[src/rtl/mdu_pkg.sv]
`default_nettype none
// +--------------------------------------------------------------------+
// | mdu_pkg : shared encodings and decode helpers for mdu_seq32         |
// | Rev 1.0                                                             |
// +--------------------------------------------------------------------+
package mdu_pkg;

    localparam logic [2:0] MDU_MUL    = 3'd0;
    localparam logic [2:0] MDU_MULH   = 3'd1;
    localparam logic [2:0] MDU_MULHSU = 3'd2;
    localparam logic [2:0] MDU_MULHU  = 3'd3;
    localparam logic [2:0] MDU_DIV    = 3'd4;
    localparam logic [2:0] MDU_DIVU   = 3'd5;
    localparam logic [2:0] MDU_REM    = 3'd6;
    localparam logic [2:0] MDU_REMU   = 3'd7;

    typedef enum logic [2:0] {
        ST_IDLE = 3'd0,
        ST_PREP = 3'd1,
        ST_CALC = 3'd2,
        ST_FIX  = 3'd3,
        ST_DONE = 3'd4
    } state_e;

    function automatic logic is_div(input logic [2:0] op);
        return op[2];
    endfunction

    function automatic logic in1_signed(input logic [2:0] op);
        return (op == MDU_MULH) || (op == MDU_MULHSU) || (op == MDU_DIV) || (op == MDU_REM);
    endfunction

    function automatic logic in2_signed(input logic [2:0] op);
        return (op == MDU_MULH) || (op == MDU_DIV) || (op == MDU_REM);
    endfunction

endpackage
`default_nettype wire

[src/rtl/mdu_step32.sv]
`default_nettype none
// +--------------------------------------------------------------------+
// | mdu_step32 : one radix-2 shift-add / restoring-divide iteration     |
// | Rev 1.0                                                             |
// +--------------------------------------------------------------------+
module mdu_step32
    import mdu_pkg::*;
#(
    parameter int XLEN = 32
) (
    input  logic [2:0]        op,
    input  logic [2*XLEN-1:0] acc,
    input  logic [XLEN-1:0]   opnd,
    output logic [2*XLEN-1:0] acc_next
);

    logic [XLEN:0] w_sum;
    logic [XLEN:0] w_rem_shift;
    logic [XLEN:0] w_diff;

    assign w_sum       = {1'b0, acc[2*XLEN-1:XLEN]} + {1'b0, opnd};
    // remainder after the left shift needs 33 bits before the trial subtract
    assign w_rem_shift = acc[2*XLEN-1:XLEN-1];
    assign w_diff      = w_rem_shift - {1'b0, opnd};

    always_comb begin
        acc_next = acc;
        if (is_div(op)) begin
            if (!w_diff[XLEN]) begin
                acc_next = {w_diff[XLEN-1:0], acc[XLEN-2:0], 1'b1};
            end else begin
                acc_next = {w_rem_shift[XLEN-1:0], acc[XLEN-2:0], 1'b0};
            end
        end else begin
            if (acc[0]) begin
                acc_next = {w_sum, acc[XLEN-1:1]};
            end else begin
                acc_next = {1'b0, acc[2*XLEN-1:1]};
            end
        end
    end

endmodule
`default_nettype wire

[src/rtl/mdu_seq32.sv]
`default_nettype none
// +--------------------------------------------------------------------+
// | mdu_seq32 : iterative RV32M multiply/divide sequencer               |
// | Rev 1.0                                                             |
// +--------------------------------------------------------------------+
module mdu_seq32
    import mdu_pkg::*;
#(
    parameter int XLEN  = 32,
    parameter int CNT_W = 5
) (
    input  logic            clk,
    input  logic            rst_n,
    input  logic            in_valid,
    output logic            in_ready,
    input  logic [2:0]      op,
    input  logic [XLEN-1:0] in1,
    input  logic [XLEN-1:0] in2,
    input  logic            flush,
    output logic            out_valid,
    input  logic            out_ready,
    output logic [XLEN-1:0] out,
    output logic            busy
);

    localparam logic [XLEN-1:0] c_int_min = {1'b1, {(XLEN-1){1'b0}}};

    state_e              state_q, state_d;
    logic [2:0]          op_q, op_d;
    logic [XLEN-1:0]     in1_q, in1_d;
    logic [XLEN-1:0]     in2_q, in2_d;
    logic [XLEN-1:0]     out_q, out_d;
    logic [2*XLEN-1:0]   acc_q, acc_d;
    logic [CNT_W-1:0]    cnt_q, cnt_d;
    logic                neg_q, neg_d;

    logic                w_div, w_s1, w_s2, w_div_zero, w_ovf;
    logic [XLEN-1:0]     w_abs1, w_abs2, w_result;
    logic [2*XLEN-1:0]   w_acc_step, w_acc_neg;

    assign w_div      = is_div(op_q);
    assign w_s1       = in1_signed(op_q) & in1_q[XLEN-1];
    assign w_s2       = in2_signed(op_q) & in2_q[XLEN-1];
    assign w_abs1     = w_s1 ? (~in1_q + 1'b1) : in1_q;
    assign w_abs2     = w_s2 ? (~in2_q + 1'b1) : in2_q;
    assign w_div_zero = (in2_q == '0);
    assign w_ovf      = ((op_q == MDU_DIV) || (op_q == MDU_REM)) &&
                        (in1_q == c_int_min) && (in2_q == '1);
    assign w_acc_neg  = ~acc_q + 1'b1;

    // in2_q holds the raw rs2 until PREP, then the iteration operand
    mdu_step32 #(.XLEN(XLEN)) u_step (
        .op       (op_q),
        .acc      (acc_q),
        .opnd     (in2_q),
        .acc_next (w_acc_step)
    );

    always_comb begin
        w_result = acc_q[XLEN-1:0];
        case (op_q)
            MDU_MUL:                         w_result = acc_q[XLEN-1:0];
            MDU_MULH, MDU_MULHSU, MDU_MULHU: w_result = neg_q ? w_acc_neg[2*XLEN-1:XLEN] : acc_q[2*XLEN-1:XLEN];
            MDU_DIV, MDU_DIVU:               w_result = neg_q ? (~acc_q[XLEN-1:0] + 1'b1) : acc_q[XLEN-1:0];
            default:                         w_result = neg_q ? (~acc_q[2*XLEN-1:XLEN] + 1'b1) : acc_q[2*XLEN-1:XLEN];
        endcase
    end

    always_comb begin
        state_d = state_q;
        op_d    = op_q;
        in1_d   = in1_q;
        in2_d   = in2_q;
        acc_d   = acc_q;
        cnt_d   = cnt_q;
        neg_d   = neg_q;
        out_d   = out_q;
        case (state_q)
            ST_IDLE: begin
                if (in_valid && !flush) begin
                    op_d    = op;
                    in1_d   = in1;
                    in2_d   = in2;
                    state_d = ST_PREP;
                end
            end
            ST_PREP: begin
                neg_d = (w_div && op_q[1]) ? w_s1 : (w_s1 ^ w_s2);
                if (w_div && w_div_zero) begin
                    out_d   = op_q[1] ? in1_q : '1;
                    state_d = ST_DONE;
                end else if (w_ovf) begin
                    out_d   = op_q[1] ? '0 : c_int_min;
                    state_d = ST_DONE;
                end else begin
                    in2_d   = w_div ? w_abs2 : w_abs1;
                    acc_d   = {{XLEN{1'b0}}, (w_div ? w_abs1 : w_abs2)};
                    cnt_d   = '0;
                    state_d = ST_CALC;
                end
            end
            ST_CALC: begin
                acc_d = w_acc_step;
                cnt_d = cnt_q + {{(CNT_W-1){1'b0}}, 1'b1};
                if (cnt_q == {CNT_W{1'b1}}) begin
                    state_d = ST_FIX;
                end
            end
            ST_FIX: begin
                out_d   = w_result;
                state_d = ST_DONE;
            end
            ST_DONE: begin
                if (out_ready) begin
                    state_d = ST_IDLE;
                end
            end
            default: state_d = ST_IDLE;
        endcase
        if (flush && (state_q != ST_IDLE)) begin
            state_d = ST_IDLE;
        end
    end

    always_ff @(posedge clk or negedge rst_n) begin
        if (!rst_n) begin
            state_q <= ST_IDLE;
            op_q    <= '0;
            in1_q   <= '0;
            in2_q   <= '0;
            acc_q   <= '0;
            cnt_q   <= '0;
            neg_q   <= 1'b0;
            out_q   <= '0;
        end else begin
            state_q <= state_d;
            op_q    <= op_d;
            in1_q   <= in1_d;
            in2_q   <= in2_d;
            acc_q   <= acc_d;
            cnt_q   <= cnt_d;
            neg_q   <= neg_d;
            out_q   <= out_d;
        end
    end

    assign in_ready  = (state_q == ST_IDLE);
    assign out_valid = (state_q == ST_DONE);
    assign busy      = (state_q != ST_IDLE);
    assign out       = out_q;

endmodule
`default_nettype wire

[config.mk]
export PLATFORM = sky130hd
export DESIGN_NAME = mdu_seq32
export DESIGN_NICKNAME = d
export VERILOG_FILES = /design/src/rtl/mdu_pkg.sv /design/src/rtl/mdu_step32.sv /design/src/rtl/mdu_seq32.sv
export SDC_FILE = /design/constraint.sdc
export NUM_CORES = 1
export LEC_CHECK = 0
export BUFFER_PORTS_ARGS = -buffer_cell sky130_fd_sc_hd__buf_2
export CORE_ASPECT_RATIO = 0.7
export CORE_MARGIN = 2
export CORE_UTILIZATION = 25
export DETAILED_ROUTE_END_ITERATION = 10
export PLACE_DENSITY = 0.47
export REMOVE_ABC_BUFFERS = 1
export SLEW_MARGIN = 20
export SYNTH_ARGS = -nofsm -noshare
export SYNTH_HDL_FRONTEND = slang
export SYNTH_HIERARCHICAL = 1
export SYNTH_SLANG_ARGS = --single-unit
[constraint.sdc]
create_clock -name clk -period 4.55 [get_ports clk]
set_input_delay 0.6825 -clock clk [delete_from_list [all_inputs] [get_ports clk]]
set_output_delay 0.6825 -clock clk [all_outputs]
set_load 0.05 [all_outputs]
## After elaboration in Yosys (flattened, before gate mapping)

Cells that the tools add are included.
W data, S select, Z words.

| cells by class | value |
|---|---|
| bitwise logic cells | 8 |
| reduce and logical (&&, ||, !) cells | 27 |
| mux-type cells | 34 |
| add/sub/neg operators | 8 |
| equality and inequality tests | 20 |

Operators with widths:

| cell | count |
|---|---|
| $mux W32 | 14 |
| $mux W64 | 5 |
| $add A32 B1 Y32 const B | 4 |
| $not A32 Y32 | 4 |
| $pmux W32 S2 | 2 |
| $pmux W64 S2 | 1 |
| $pmux W32 S3 | 1 |
| $add A64 B1 Y64 const B | 1 |
| $eq A32 B32 Y1 const B | 2 |
| $not A64 Y64 | 1 |
| $add A32 B32 Y33 | 1 |
| $sub A33 B32 Y33 | 1 |
| $logic_not A32 Y1 | 1 |
| $mux W3 | 6 |
| $pmux W3 S5 | 1 |
| $eq A3 B2 Y1 const B | 4 |
| $eq A3 B3 Y1 const B | 4 |
| $mux W5 | 2 |
| $pmux W5 S2 | 1 |
| $eq A3 B1 Y1 const B | 2 |
| $logic_and A1 B1 Y1 | 6 |
| $logic_not A3 Y1 | 2 |
| $logic_or A1 B1 Y1 | 6 |
| $ne A3 B1 Y1 const B | 2 |
| other kinds (16) | 23 |

| storage, ports and cells | value |
|---|---|
| output and inout port bits | 35 |
| input bits | 72 |
| logic and storage cells | 105 |
| register bits after elaboration | 172 |

## Depth between registers and ports, before layout

| depth | value |
|---|---|
| depth in word-level cells | 10 |
| depth in mapped cells | 15 |
| mapped depth without buffers | 14 |

## Hierarchy

Netlist, hierarchy kept.

By module, submodules not included:

| module | sequential area each (µm²) | cells an instance | area each (µm²) | times used |
|---|---|---|---|---|
| mdu_seq32 | 4,304.1 | 1,693 | 13,255.2 | 1 |
| mdu_step32 | 0.0 | 692 | 4,847.1 | 1 |

## Least setup slack after synthesis

OpenSTA, ideal clock, no wires.

| timing path | value |
|---|---|
| path kind | register -> register |
| from | register acc_q[31] |
| to | register acc_q[49] |
| data required time | 4.418 ns |
| arrival time | 3.034 ns |
| clock period less this slack | 3.166 ns |
| library setup time | 0.132 ns |
| cell stages (with the launch flop) | 16 |
| slack | 1.384 ns |
| buffers on the path | 1 |
| path through | dfrtp_1 inv_1 ha_1 fa_1 nand2b_1 a21oi_2 o2111ai_2 a21boi_2 o2111ai_2 and3_4 nor3_4 buf_6 mux2i_1 a22oi_1 nand2_1 o21ai_1 |

| on the way | value |
|---|---|
| longest elaborated chain between the ends | 4 |

Ends and longest elaborated chain:

| item | line | source |
|---|---|---|
| start, declared | mdu_seq32.sv:33 | `logic [2*XLEN-1:0] acc_q, acc_d;` |
| start signal, assigned | mdu_seq32.sv:131 | `acc_q <= '0;` |
| start signal, assigned | mdu_seq32.sv:140 | `acc_q <= acc_d;` |
| $sub A33 B32 Y33 | mdu_step32.sv:24 | `assign w_diff = w_rem_shift - {1'b0, opnd};` |
| $mux W64 | mdu_step32.sv:29 | `if (!w_diff[XLEN]) begin` |
| $mux W64 | mdu_step32.sv:28 | `if (is_div(op)) begin` |
| named net w_acc_step[49] | mdu_seq32.sv:39 | `logic [2*XLEN-1:0] w_acc_step, w_acc_neg;` |
| $pmux W64 S2 | mdu_seq32.sv:78 | `case (state_q)` |

The timed path passes the listed nets, and every way through them passes these cells.
A chain may end at the register's enable or synchronous reset.

## Worst setup path in the final report

| timing path | value |
|---|---|
| from | register acc_q[31] |
| to | register acc_q[41] |

Same word-level chain as after synthesis.

==> flow_results.org <==
** Floorplan
- Initial Utilization :: 25.3%
- The core region is 71600 um2.
- In this run the core area contains 82 standard-cell rows.
- During I/O placement, the number of pins put on the boundary was 107.
- From left edge to right edge, the die measures 326 um.
- Measured along the y axis, the die boundary spans 229 um.
- The die covers 74600 um2.

** Clocking
- Hold repair after CTS inserted 0 buffers.
- Worst-path clk slew :: 0.08 ns
- Number of sinks on the clock net :: approximately 170
- Post-CTS timing repair inserted 0 buffers for setup.
- CTS buffer count :: 17
- Insertion delay to the later sink of the worst-skew pair :: 0.48 ns
- TritonCTS built the clock tree.
- CTS placed an instance of sky130_fd_sc_hd__clkbuf_16 at the clock tree root.
- Once the clock tree was built, the resizer swapped 0 gates to a different size.
- Counting along the longest clock path gives a buffer depth of 2.
- CTS HTree Levels :: 4

** STA
- Tightest hold margin :: around 0.21 ns
- Final hold violation count :: 0
- Min Clock Period, post-route :: between 3 and 4 ns
- The worst pin sits at a relative slew slack of 27.4%.
- Across all setup checks in the final design, the least slack found is 0.600 ns.
- Timing would allow up to 253 MHz.
- For the final routed database, the setup TNS stands at 0 ns.
- Final Cycle Share :: 86.8%
- Between clock sinks in the finished design, the worst skew comes to 0.0176 ns.
- At the pin with the least slew margin, the transition time is between 1 and 1.5 ns.
- Setup repair after global routing left no endpoint under its margin.
- Setup violations remaining at the end of the flow were counted as 0.
- Slew Viols, Final :: 0

** Synthesis
- The netlist uses 95 different library cells.
- The most used flip-flop cell after synthesis is sky130_fd_sc_hd__dfrtp_1.
- The cell area that synthesis handed to floorplanning was 18100 um2.
- Number of warnings issued by yosys :: 6
- Instance count of the mapped netlist :: 2385
- Register area share after synthesis :: 23.8%
- In this run, synthesis inferred 0 flip-flops with an integrated enable.
- Counting flops with an async set or reset pin after synthesis yields a share of 100%.
- Number of synthesized register bits :: 172
- Syn avg cell area :: 7.59 um2

** Critical path
- Worst-path cell with the longest stage delay :: sky130_fd_sc_hd__dfrtp_1
- The worst setup path is launched from a flop.
- The worst setup path is captured at a flop.
- The critical path in this run is classified as reg2reg.
- Walking the worst path, the cells encountered are inv_1, ha_1, fa_1, nand2b_1, a21oi_2, o2111ai_2, a21boi_2, o2111ai_2, a21boi_1, nor3_4, buf_12, nor2_1, a221oi_1, nand2_1, o21ai_1.
- Worst path required time :: ~5 ns
- For this run, the slowest stage of the critical path takes 0.50 ns.
- The most numerous cell type found on the critical path is sky130_fd_sc_hd__o2111ai_2.
- At the worst endpoint, the arrival time is 4.31 ns.
- In this run the worst path has a maximum fanout of 36.

** Place
- Placement Setup Slack :: 0.685 ns
- At the end of routability-driven placement, the weighted congestion stood at around 1.
- Count of buffers inserted at the top-level ports :: 106
- After legalization and detailed placement, the total HPWL measured 66500 um.

** Hold path
- Worst min-delay path category :: in2async

** GRT
- The first global-routing pass estimated 128000 um of wire.
- The number of global-route vias before repair is 18500.
- Number of antenna violations at the first check in global routing :: 1
- Summed over all layers, the global routing overflow is 0.
- Global routing used 22.7% of the available tracks across all layers.
- Pin count of the biggest net entering global routing :: 111

** Run status
- The run finished with clean final reports.

** Power and ir drop
- For this design the static power due to leakage is roughly 8.6 nW.
- The worst-case IR drop observed on VDD is 0.337 mV.
- Total power for the finished layout comes to roughly 16 mW.
- Power Density :: 756 nW/um2

** Finish
- Leaving out fill and tap cells, the most frequent cell in the layout is sky130_fd_sc_hd__nand2_1.
- Count of nets after finishing :: 2572
- Summing all flip-flop and latch instances after layout gives 4310 um2.
- Fraction of final layout cells with drive strength greater than 1 :: 15.1%
- Layout fillers :: between 7000 and 8000
- Area delta synth->final :: 13.3%
- Most used cells in the layout excluding fill and tap cells :: sky130_fd_sc_hd__nand2_1, sky130_fd_sc_hd__nor2_1, sky130_fd_sc_hd__a21oi_1
- In the final layout, the multi-input gates occupy between 10000 and 15000 um2.

** Routing
- Routed wirelength normalized by instance count :: 25.4 um
- DRT Pass-1 Iters :: 6
- After detailed routing, the number of vias per cell comes to roughly 5.8.
- After detailed routing, the number of remaining DRC violations is 0.
- Total number of vias :: 19800
- For this block, the initial DRC count from the detailed router was 2769.
- Post-route ant nets :: 0
- Routed wire length :: 86600 um

** Run
- The tool flagged a number of max-cap violations equal to 0.
==> path summary, 6_finish.rpt <==
path | slack [ns] | depth (start not counted) | start | end
max | 0.60 | 15 | acc_q[31] | acc_q[41]
min | 0.21 | 1 | rst_n | in2_q[9]
max reg2reg | 0.60 | 15 | acc_q[31] | acc_q[41]
min reg2reg | 0.50 | 1 | out[10] | out[10]
max in group asynchronous | 3.13 | 2 | rst_n | acc_q[61]
min in group clk | 0.42 | 2 | flush | state_q[2]
==> state kept, by name, summed over array words and instances, names as in the netlist <==
signal   flops
cnt_q        5
state_q      3
op_q         3
neg_q        1
in1_q       32
acc_q       64
out         32
in2_q       32
==> routing by layer <==
layer / global-route usage, % / wire length, um / vias up
met5: 0 / 0 / -
met4: 4.44 / 1470 / 0
met3: 6.62 / 10700 / 84
met2: 30.0 / 33100 / 1147
li1: - / - / 8832
met1: 35.3 / 41400 / 9739
==> through the flow <==
step | area, um2 | std cells | util, %
4_1_cts | 20500 | 3406 | 28.6
3_3_place_gp | 19900 | 3374 | 27.8
5_1_grt | 20500 | 3406 | 28.6
3_5_place_dp | 19900 | 3374 | 27.8
6_report | 20500 | 3409 | 28.6
2_1_floorplan | 17300 | 2196 | -
==> cell families after synthesis <==
family                     Yosys count  synth area share [%]
AOI/OAI and AO/OA                  775                  28.0
xor gates and xnor gates           165                  7.98
adders and majority gates           73                  5.13
buffers and inverters              265                  5.99
DFF                                172                  23.8
muxes                              124                  7.41
and+or+nand+nor                    811                  21.7
==> report_power, final <==
part / internal, mW / switching [mW]
sequential: 2.06 / 1.27
clock: 0.781 / 0.783
combinational: 3.90 / 6.71
total: 6.75 / 8.76
==> area by class of cell <==
type / count / share of cell area, %
diodes: 3 / 0.0366
clock buffers: 22 / 2.41
clock inverters: 10 / 0.390
inverters: 76 / 1.39
multi-input cells: 1948 / 62.1
flip-flops and latches: 172 / 21.0
well taps: 966 / 5.89
repair buffers: 212 / 6.75
==> worst max-delay path, delay by kind of cell, from the launching register on <==
family / cells / cell delay [ns]
and+or+nand+nor: 4 / 0.75
adders and majority gates: 2 / 0.67
DFF: 1 / 0.50
buffers and inverters: 2 / 0.40
AOI/OAI and AO/OA: 7 / 1.46
==> cell usage after synthesis, types with 9 or more instances <==
library cell | number | area share (%)
sky130_fd_sc_hd__inv_1 | 72 | 1.5
sky130_fd_sc_hd__a31oi_1 | 41 | 1.4
sky130_fd_sc_hd__ha_1 | 71 | 4.9
sky130_fd_sc_hd__dfrtp_1 | 172 | 24
sky130_fd_sc_hd__nand3_1 | 41 | 1.1
sky130_fd_sc_hd__nor2b_1 | 30 | 1.0
sky130_fd_sc_hd__clkbuf_1 | 149 | 3.1
sky130_fd_sc_hd__or4_1 | 23 | 0.95
sky130_fd_sc_hd__and2_1 | 10 | 0.35
sky130_fd_sc_hd__o211ai_1 | 28 | 1.2
sky130_fd_sc_hd__o21ai_0 | 137 | 3.8
sky130_fd_sc_hd__o41ai_1 | 10 | 0.48
sky130_fd_sc_hd__o31a_1 | 9 | 0.44
sky130_fd_sc_hd__nand2b_1 | 23 | 0.79
sky130_fd_sc_hd__mux2i_1 | 50 | 2.8
sky130_fd_sc_hd__a21o_1 | 40 | 1.7
sky130_fd_sc_hd__o31ai_1 | 33 | 1.4
sky130_fd_sc_hd__a211o_1 | 10 | 0.48
sky130_fd_sc_hd__o21a_1 | 17 | 0.70
sky130_fd_sc_hd__and3_1 | 16 | 0.55
sky130_fd_sc_hd__nand2_1 | 249 | 5.2
sky130_fd_sc_hd__nand4_1 | 32 | 1.1
sky130_fd_sc_hd__a22oi_1 | 19 | 0.79
sky130_fd_sc_hd__or2_2 | 9 | 0.31
sky130_fd_sc_hd__nor3b_1 | 11 | 0.46
sky130_fd_sc_hd__a221oi_1 | 15 | 0.73
sky130_fd_sc_hd__a211oi_1 | 41 | 1.7
sky130_fd_sc_hd__nor4_1 | 35 | 1.2
sky130_fd_sc_hd__mux2_2 | 71 | 4.4
sky130_fd_sc_hd__buf_1 | 14 | 0.29
sky130_fd_sc_hd__nor3_1 | 60 | 1.7
sky130_fd_sc_hd__a221o_1 | 9 | 0.50
sky130_fd_sc_hd__o21ai_1 | 57 | 1.6
sky130_fd_sc_hd__or3_1 | 20 | 0.69
sky130_fd_sc_hd__buf_2 | 15 | 0.41
sky130_fd_sc_hd__xor2_1 | 75 | 3.6
sky130_fd_sc_hd__xnor2_1 | 90 | 4.4
sky130_fd_sc_hd__nor2_1 | 219 | 4.5
sky130_fd_sc_hd__a21oi_1 | 198 | 5.5
(Power assumes the default switching activity.)
